===== config.mk =====
export PLATFORM = sky130hd
export DESIGN_NAME = mux_n1_reg_flat
export DESIGN_NICKNAME = d
export VERILOG_FILES = /design/src/rtl/mux_n1_reg_pkg.sv /design/src/rtl/mux_n1_reg_if.sv /design/src/rtl/mux_n1_reg_rr_pick.sv /design/src/rtl/mux_n1_reg.sv /design/src/flat_wrapper.sv
export SDC_FILE = /design/constraint.sdc
export NUM_CORES = 1
export LEC_CHECK = 0
export CORE_ASPECT_RATIO = 0.9
export CORE_MARGIN = 8
export CORE_UTILIZATION = 30
export DETAILED_ROUTE_END_ITERATION = 6
export GPL_TIMING_DRIVEN = 0
export PLACE_DENSITY = 0.8
export SYNTH_ARGS = -nofsm -noshare
export SYNTH_HDL_FRONTEND = slang
export SYNTH_HIERARCHICAL = 1
export SYNTH_SLANG_ARGS = --single-unit

===== constraint.sdc =====
create_clock -name clk -period 3.6 [get_ports clk]
set_input_delay 0.72 -clock clk [delete_from_list [all_inputs] [get_ports clk]]
set_output_delay 0.72 -clock clk [all_outputs]
set_load 0.02 [all_outputs]

===== src/rtl/mux_n1_reg_pkg.sv =====
// Shared constants for the registered N:1 mux family: mode encodings and default sizes.
// The round-robin feature is enabled elsewhere by defining MUX_RR_EN.
package mux_pkg;

  localparam logic MUX_MODE_FIXED = 1'b0;
  localparam logic MUX_MODE_RR    = 1'b1;

  localparam int MUX_W_DEFAULT  = 8;
  localparam int MUX_CH_DEFAULT = 4;

  // Grant/select width; never narrower than one bit.
  function automatic int mux_sel_width(input int ch);
    return (ch > 1) ? $clog2(ch) : 1;
  endfunction

endpackage


===== src/rtl/mux_n1_reg_if.sv =====
// Producer/consumer bundle of the registered N:1 mux; rr_mode exists only with MUX_RR_EN.
// slave = the mux itself, master = the environment driving channels and consuming output.
interface mux_n1_reg_if #(
  parameter int W  = mux_pkg::MUX_W_DEFAULT,
  parameter int CH = mux_pkg::MUX_CH_DEFAULT
);
  import mux_pkg::*;

  localparam int SW = mux_sel_width(CH);

  logic [CH*W-1:0] mux_in;
  logic [CH-1:0]   mux_in_valid;
  logic [CH-1:0]   mux_in_ready;
  logic [SW-1:0]   sel;
`ifdef MUX_RR_EN
  logic            rr_mode;
`endif
  logic [W-1:0]    mux_out;
  logic            mux_out_valid;
  logic            mux_out_ready;
  logic [SW-1:0]   grant;

`ifdef MUX_RR_EN
  modport slave (
    input  mux_in, mux_in_valid, sel, rr_mode, mux_out_ready,
    output mux_in_ready, mux_out, mux_out_valid, grant
  );
  modport master (
    output mux_in, mux_in_valid, sel, rr_mode, mux_out_ready,
    input  mux_in_ready, mux_out, mux_out_valid, grant
  );
`else
  modport slave (
    input  mux_in, mux_in_valid, sel, mux_out_ready,
    output mux_in_ready, mux_out, mux_out_valid, grant
  );
  modport master (
    output mux_in, mux_in_valid, sel, mux_out_ready,
    input  mux_in_ready, mux_out, mux_out_valid, grant
  );
`endif

endinterface


===== src/rtl/mux_n1_reg_rr_pick.sv =====
// Combinational wrap-around priority scan: first valid channel at or above ptr_i, else lowest.
// Compiled in only when MUX_RR_EN is defined.
`ifdef MUX_RR_EN
module mux_rr_pick #(
  parameter int CH = 4,
  parameter int SW = 2
) (
  input  logic [CH-1:0] valid_i,
  input  logic [SW-1:0] ptr_i,
  output logic          found_o,
  output logic [SW-1:0] idx_o
);

  logic [CH-1:0] upper_mask;
  logic [CH-1:0] upper_valid;

  generate
    for (genvar gi = 0; gi < CH; gi++) begin : g_mask
      assign upper_mask[gi] = (SW'(gi) >= ptr_i);
    end
  endgenerate

  assign upper_valid = valid_i & upper_mask;

  // Lowest channel overall is the wrap fallback; any hit at/above ptr overrides it.
  always_comb begin
    found_o = |valid_i;
    idx_o   = '0;
    for (int i = CH - 1; i >= 0; i--) begin
      if (valid_i[i]) idx_o = SW'(i);
    end
    for (int i = CH - 1; i >= 0; i--) begin
      if (upper_valid[i]) idx_o = SW'(i);
    end
  end

endmodule
`endif


===== src/rtl/mux_n1_reg.sv =====
// Registered N:1 multiplexer with per-channel valid/ready and a one-deep output register.
// Define MUX_RR_EN to add the rr_mode input, the round-robin pointer and picker.
module mux_n1_reg
  import mux_pkg::*;
#(
  parameter int W  = MUX_W_DEFAULT,
  parameter int CH = MUX_CH_DEFAULT
) (
  input  logic        clk,
  input  logic        rst,
  mux_n1_reg_if.slave bus
);

  localparam int SW = mux_sel_width(CH);

  logic [W-1:0]  out_q, out_d;
  logic          valid_q, valid_d;
  logic [SW-1:0] grant_q, grant_d;

  logic          load;
  logic [CH-1:0] ready_fixed;
  logic [CH-1:0] ready_all;
  logic [CH-1:0] take;
  logic          xfer;
  logic [SW-1:0] xfer_idx;
  logic [W-1:0]  xfer_data;

  assign load = !valid_q || bus.mux_out_ready;

  // An out-of-range sel never matches any channel index, so all ready bits stay low.
  generate
    for (genvar gi = 0; gi < CH; gi++) begin : g_fixed
      assign ready_fixed[gi] = load && (bus.sel == SW'(gi));
    end
  endgenerate

`ifdef MUX_RR_EN
  logic [SW-1:0] ptr_q, ptr_d;
  logic          rr_sel;
  logic          rr_found;
  logic [SW-1:0] rr_idx;
  logic [CH-1:0] ready_rr;

  assign rr_sel = (bus.rr_mode == MUX_MODE_RR);

  mux_rr_pick #(
    .CH (CH),
    .SW (SW)
  ) u_pick (
    .valid_i (bus.mux_in_valid),
    .ptr_i   (ptr_q),
    .found_o (rr_found),
    .idx_o   (rr_idx)
  );

  generate
    for (genvar gi = 0; gi < CH; gi++) begin : g_rr
      assign ready_rr[gi] = load && rr_found && (rr_idx == SW'(gi));
    end
  endgenerate

  assign ready_all = rr_sel ? ready_rr : ready_fixed;
  assign xfer_idx  = rr_sel ? rr_idx : bus.sel;

  // Pointer moves past the winner only on round-robin transfers.
  always_comb begin
    ptr_d = ptr_q;
    if (rr_sel && xfer) begin
      ptr_d = (xfer_idx == SW'(CH - 1)) ? '0 : xfer_idx + 1'b1;
    end
  end

  always_ff @(posedge clk or posedge rst) begin
    if (rst) begin
      ptr_q <= '0;
    end else begin
      ptr_q <= ptr_d;
    end
  end
`else
  assign ready_all = ready_fixed;
  assign xfer_idx  = bus.sel;
`endif

  assign take = ready_all & bus.mux_in_valid;
  assign xfer = |take;

  // take is at most one-hot, so an AND-OR select needs no range check on the index.
  always_comb begin
    xfer_data = '0;
    for (int i = 0; i < CH; i++) begin
      if (take[i]) xfer_data = xfer_data | bus.mux_in[i*W +: W];
    end
  end

  always_comb begin
    out_d   = out_q;
    valid_d = valid_q;
    grant_d = grant_q;
    if (xfer) begin
      out_d   = xfer_data;
      grant_d = xfer_idx;
      valid_d = 1'b1;
    end else if (load) begin
      valid_d = 1'b0;
    end
  end

  always_ff @(posedge clk or posedge rst) begin
    if (rst) begin
      out_q   <= '0;
      valid_q <= 1'b0;
      grant_q <= '0;
    end else begin
      out_q   <= out_d;
      valid_q <= valid_d;
      grant_q <= grant_d;
    end
  end

  assign bus.mux_in_ready  = ready_all;
  assign bus.mux_out       = out_q;
  assign bus.mux_out_valid = valid_q;
  assign bus.grant         = grant_q;

  a_ready_onehot : assert property (@(posedge clk) disable iff (rst) $onehot0(ready_all));

  a_out_stable : assert property (@(posedge clk) disable iff (rst)
    (valid_q && !bus.mux_out_ready) |=> ($stable(out_q) && $stable(grant_q)));

endmodule


===== src/flat_wrapper.sv =====
// flat-port wrapper written by rule: the top's interface ports become plain ports
module mux_n1_reg_flat import mux_pkg::*;
#(
  parameter int W  = MUX_W_DEFAULT,
  parameter int CH = MUX_CH_DEFAULT
)
  (clk, rst, bus_mux_in, bus_mux_in_valid, bus_sel, bus_mux_out_ready, bus_mux_in_ready, bus_mux_out, bus_mux_out_valid, bus_grant);
  mux_n1_reg_if #(.W(W), .CH(CH)) bus_i ();
  input  logic clk;
  input  logic rst;
  input wire logic [$bits(bus_i.mux_in)-1:0] bus_mux_in;
  input wire logic [$bits(bus_i.mux_in_valid)-1:0] bus_mux_in_valid;
  input wire logic [$bits(bus_i.sel)-1:0] bus_sel;
  input wire logic [$bits(bus_i.mux_out_ready)-1:0] bus_mux_out_ready;
  output wire logic [$bits(bus_i.mux_in_ready)-1:0] bus_mux_in_ready;
  output wire logic [$bits(bus_i.mux_out)-1:0] bus_mux_out;
  output wire logic [$bits(bus_i.mux_out_valid)-1:0] bus_mux_out_valid;
  output wire logic [$bits(bus_i.grant)-1:0] bus_grant;
  assign bus_i.mux_in = bus_mux_in;
  assign bus_i.mux_in_valid = bus_mux_in_valid;
  assign bus_i.sel = bus_sel;
  assign bus_i.mux_out_ready = bus_mux_out_ready;
  assign bus_mux_in_ready = bus_i.mux_in_ready;
  assign bus_mux_out = bus_i.mux_out;
  assign bus_mux_out_valid = bus_i.mux_out_valid;
  assign bus_grant = bus_i.grant;
  mux_n1_reg #(.W(W), .CH(CH)) u_core (.clk(clk), .rst(rst), .bus(bus_i));
endmodule

==> impl_metrics.prom, run 1 <==
# TYPE chip_impl_metric gauge
chip_impl_metric{name="critical_path_peak_fanout",unit=""} 10
chip_impl_metric{name="layout.cell_area.non_filler",unit="um2"} 1390
chip_impl_info{name="timing.hold.worst.start",value="u_core/bus.mux_out[3]"} 1
chip_impl_metric{name="cp_data_arrival_time",unit="ns"} 2.25
chip_impl_metric{name="gp_congestion",unit=""} 0.7749
chip_impl_metric{name="gr-usage-all-layers",unit="%"} 11.27
chip_impl_metric{name="postPlaceCellArea",unit="um2"} 1364
chip_impl_metric{name="hold_buffers",unit=""} 0
chip_impl_info{name="layout_commonest_cell",value="sky130_fd_sc_hd__clkdlybuf4s50_1"} 1
chip_impl_info{name="cts_tree",value="built"} 1
chip_impl_metric{name="r2r_cells",unit=""} 5
chip_impl_metric{name="die_width",unit="um"} 70.97
chip_impl_metric{name="die_area",unit="um2"} 4646
chip_impl_metric{name="clock_sink_count",unit=""} 11
chip_impl_metric{name="insertedDiodeCount",unit=""} 0
chip_impl_info{name="crit_path_cell_trace",value="clkdlybuf4s50_1, nor2b_1, buf_2, nor3b_1, clkdlybuf4s50_1"} 1
chip_impl_info{name="synth.area.top_cells",value="sky130_fd_sc_hd__dfrtp_1 (34%), sky130_fd_sc_hd__mux2_2 (11%), sky130_fd_sc_hd__a221o_1 (9.8%)"} 1
chip_impl_info{name="crit_path_end_kind",value="primary output"} 1
chip_impl_metric{name="netlist.area_leader.share",unit="%"} 33.74
chip_impl_metric{name="postCtsSetupBuffers",unit=""} 0
chip_impl_metric{name="cts.htree.levels",unit=""} 1
chip_impl_metric{name="initial_core_util",unit="%"} 30.70
chip_impl_metric{name="timing.clock.skew",unit="ns"} 0.003034
chip_impl_metric{name="worstPathRequired",unit="ns"} 2.88
chip_impl_metric{name="share_of_layout_cells_above_drive_strength_1",unit="%"} 16.30
chip_impl_metric{name="period_needed",unit="ns"} 2.972
chip_impl_metric{name="clock_tree.buffer_depth",unit=""} 2
chip_impl_metric{name="globalRoute.totalOverflow",unit=""} 0
chip_impl_metric{name="final_nets",unit=""} 177
chip_impl_metric{name="critical_path.max_stage_delay",unit="ns"} 0.64
chip_impl_metric{name="worstMarginPinSlew",unit="ns"} 0.4220
chip_impl_metric{name="worstHoldPathCells",unit=""} 1
chip_impl_metric{name="synthesis.nets",unit=""} 121
chip_impl_metric{name="fmax",unit="MHz"} 336.5
chip_impl_metric{name="first_iter_violations",unit=""} 22
chip_impl_metric{name="synth.distinct_cells",unit=""} 25
chip_impl_info{name="most_used_cell_along_the_critical_path",value="sky130_fd_sc_hd__clkdlybuf4s50_1"} 1
chip_impl_metric{name="cts.repair.resized",unit=""} 0
chip_impl_info{name="most-common-layout-cells",value="sky130_fd_sc_hd__clkdlybuf4s50_1 (51), sky130_fd_sc_hd__dfrtp_1 (11), sky130_fd_sc_hd__nand3_1 (9)"} 1
chip_impl_metric{name="worstPathBufferInverterCount",unit=""} 3
chip_impl_metric{name="regToRegSetupSlack",unit="ns"} 1.97
chip_impl_metric{name="worst_skew_pair.late_latency",unit="ns"} 0.26
chip_impl_metric{name="placement.io_buffers",unit=""} 51
chip_impl_metric{name="vdd_drop_max",unit="V"} 0.00008781
chip_impl_metric{name="setup_violations",unit=""} 0
chip_impl_metric{name="path_clk_slew",unit="ns"} 0.06
chip_impl_metric{name="synthToLayoutAreaGrowth",unit="%"} 70.40
chip_impl_info{name="ctsRootBufferMaster",value="sky130_fd_sc_hd__clkbuf_4"} 1
chip_impl_metric{name="cts_made_buffers",unit=""} 3
chip_impl_info{name="reg2reg_to",value="u_core/bus.mux_out[4]"} 1
chip_impl_metric{name="drt_pre_antenna_iters",unit=""} 4
chip_impl_metric{name="finalCritPeriodShare",unit="%"} 82.56
chip_impl_metric{name="die_h",unit="um"} 65.47
chip_impl_metric{name="avgSynthCellArea",unit="um2"} 10.20
chip_impl_metric{name="io-pin-count",unit=""} 56
chip_impl_metric{name="totalNegativeSetupSlack",unit="ns"} 0
chip_impl_info{name="worst_hold_endpoint",value="u_core/bus.mux_out[3]"} 1
chip_impl_info{name="regToRegStartpoint",value="u_core/bus.mux_out_valid"} 1
chip_impl_metric{name="leakage_power",unit="uW"} 0.0005573
chip_impl_metric{name="number_of_antenna_violations_at_the_first_check_in_global_routing",unit=""} 0
chip_impl_info{name="rsz0062_at_grt",value="false"} 1
chip_impl_metric{name="n_fill_cell",unit=""} 249
chip_impl_metric{name="syn-cell-area",unit="um2"} 815.8
chip_impl_metric{name="placementRows",unit=""} 18
chip_impl_metric{name="ys_seq_area_share",unit="%"} 33.74
chip_impl_info{name="netlist.top_cell.by_area",value="sky130_fd_sc_hd__dfrtp_1"} 1
chip_impl_info{name="critPathSlowestCell",value="sky130_fd_sc_hd__clkdlybuf4s50_1"} 1
chip_impl_metric{name="max-cap-violations",unit=""} 0
chip_impl_metric{name="utilization",unit="%"} 52.31
chip_impl_info{name="min-delay-path-class",value="register to register"} 1
chip_impl_metric{name="worst_slew_margin_rel",unit="%"} 71.83
chip_impl_info{name="outcome",value="completed"} 1
chip_impl_metric{name="ys_seq_elements",unit=""} 11
chip_impl_metric{name="maxSlewViolCount",unit=""} 0
chip_impl_metric{name="drc",unit=""} 0
chip_impl_metric{name="grt_start_max_net_pins",unit=""} 12
chip_impl_info{name="critical_path_start_type",value="primary input"} 1
chip_impl_metric{name="avgRoutedWirePerCell",unit="um"} 15.85
chip_impl_metric{name="syn-instance-count",unit=""} 80
chip_impl_metric{name="hold_viol_final",unit=""} 0
chip_impl_metric{name="detailroute.via_count",unit=""} 868
chip_impl_metric{name="number_of_routed_nets_with_antenna_violations",unit=""} 0
chip_impl_metric{name="first_global_vias",unit=""} 954
chip_impl_metric{name="p_per_area",unit="nW/um2"} 323.4
chip_impl_info{name="cp_top_family",value="buffers and inverters"} 1
chip_impl_metric{name="drt-total-wl",unit="um"} 2615
chip_impl_metric{name="vias_per_cell",unit=""} 5.261
chip_impl_metric{name="grt_pass1_wl",unit="um"} 4222
chip_impl_metric{name="floorplan.core_area",unit="um2"} 2658
chip_impl_metric{name="yosysWarningCount",unit=""} 6
chip_impl_info{name="critPathKind",value="primary input to primary output"} 1
-- registers in the layout, summed over array words and instances (netlist names) --
register,flops
u_core/bus.grant,2
u_core/bus.mux_out,8
u_core/bus.mux_out_valid,1
-- power by group --
group | switching [uW] | internal, uW | total, uW
Clock | 37.8 | 42.8 | 80.6
Combinational | 90.6 | 118 | 209
Sequential | 13.5 | 146 | 160
-- Yosys cell counts (all sizes together) --
| cell type | instances |
|---|---|
| dfrtp | 11 |
| mux2 | 10 |
| nand3 | 9 |
| a211oi | 8 |
| a221o | 8 |
| buf | 8 |
| nand3b | 8 |
| clkbuf | 2 |
| inv | 2 |
| nand2 | 2 |
| nor3 | 2 |
| a31oi | 1 |
| and3 | 1 |
| and4 | 1 |
| and4b | 1 |
| mux2i | 1 |
| nand2b | 1 |
| nor2 | 1 |
| nor2b | 1 |
| nor3b | 1 |
| o21ai | 1 |
-- layer usage --
metal / GRT usage (%) / share of wire, %
met1: 11.91 / 40
met2: 20.12 / 51
met3: 3.040 / 7.6
met4: 6.218 / 1.3
met5: 0 / 0
-- worst register-to-register path, cell delays in order, from the launching register on --
cell	delay [ns]
sky130_fd_sc_hd__dfrtp_1	0.41
sky130_fd_sc_hd__nand2b_4	0.11
sky130_fd_sc_hd__and4b_1	0.19
sky130_fd_sc_hd__clkbuf_1	0.19
sky130_fd_sc_hd__a221o_1	0.35
sky130_fd_sc_hd__mux2_2	0.26
-- logic make-up after synthesis --
family | count (synthesis) | synth area share, %
AO/OA/AOI/OAI | 18 | 20.40
multiplexers | 11 | 15.49
AND/OR/NAND/NOR | 28 | 22.24
flip-flops | 11 | 33.74
buffers and inverters | 12 | 8.128
-- stage by stage --
stage | cells | setup WS [ns] | power (uW) | hold WS [ns]
after floorplan | 80 | 1.257 | 263.2 | 0.5724
after global placement | 161 | 0.6276 | 368.4 | 0.4910
after detailed placement | 161 | 0.6374 | 373.5 | 0.4976
after CTS | 165 | 0.6158 | 455.2 | 0.5132
after global routing | 165 | 0.5387 | 479.2 | 0.5365
final | 165 | 0.6278 | 449.5 | 0.5097
-- cell type report --
cell class / count / area [um2] / area share, %
clock buffer: 4 / 26.28 / 1.890
sequential: 11 / 275.3 / 19.80
timing repair buffer: 51 / 510.5 / 36.72
multi-input combinational: 57 / 474.2 / 34.11
buffer: 10 / 58.81 / 4.230
tap: 30 / 37.54 / 2.700
inverter: 2 / 7.507 / 0.5401
-- how the worst max path moves through the flow --
stage | depth (start not counted) | slack, ns | startpoint | endpoint
finish | 5 | 0.63 | bus_mux_out_ready | bus_mux_in_ready[1]
global route | 5 | 0.54 | bus_mux_out_ready | bus_mux_in_ready[1]
CTS | 5 | 0.62 | bus_mux_out_ready | bus_mux_in_ready[1]
detailed placement | 5 | 0.64 | bus_mux_out_ready | bus_mux_in_ready[1]
global placement | 5 | 0.63 | bus_mux_out_ready | bus_mux_in_ready[1]
floorplan | 3 | 1.26 | bus_sel[1] | bus_mux_in_ready[1]
(Power assumes the default switching activity.)
==> run 2: changes to the inputs <==
Clock period 3.6 ns to 2.92 ns, I/O delays scaled along.
==> results of run 2 <==
Same layout as run 1 (identical final DEF). Status: completed.
Main changes from that run: setup slack after placement 0.6374 ns -> 0.2294 ns; setup slack after layout 0.6278 ns -> 0.2198 ns; register-to-register setup slack 1.97 ns -> 1.29 ns; total power 449.5 uW -> 554.2 uW; worst IR drop on VDD 0.00008781 V -> 0.0001083 V
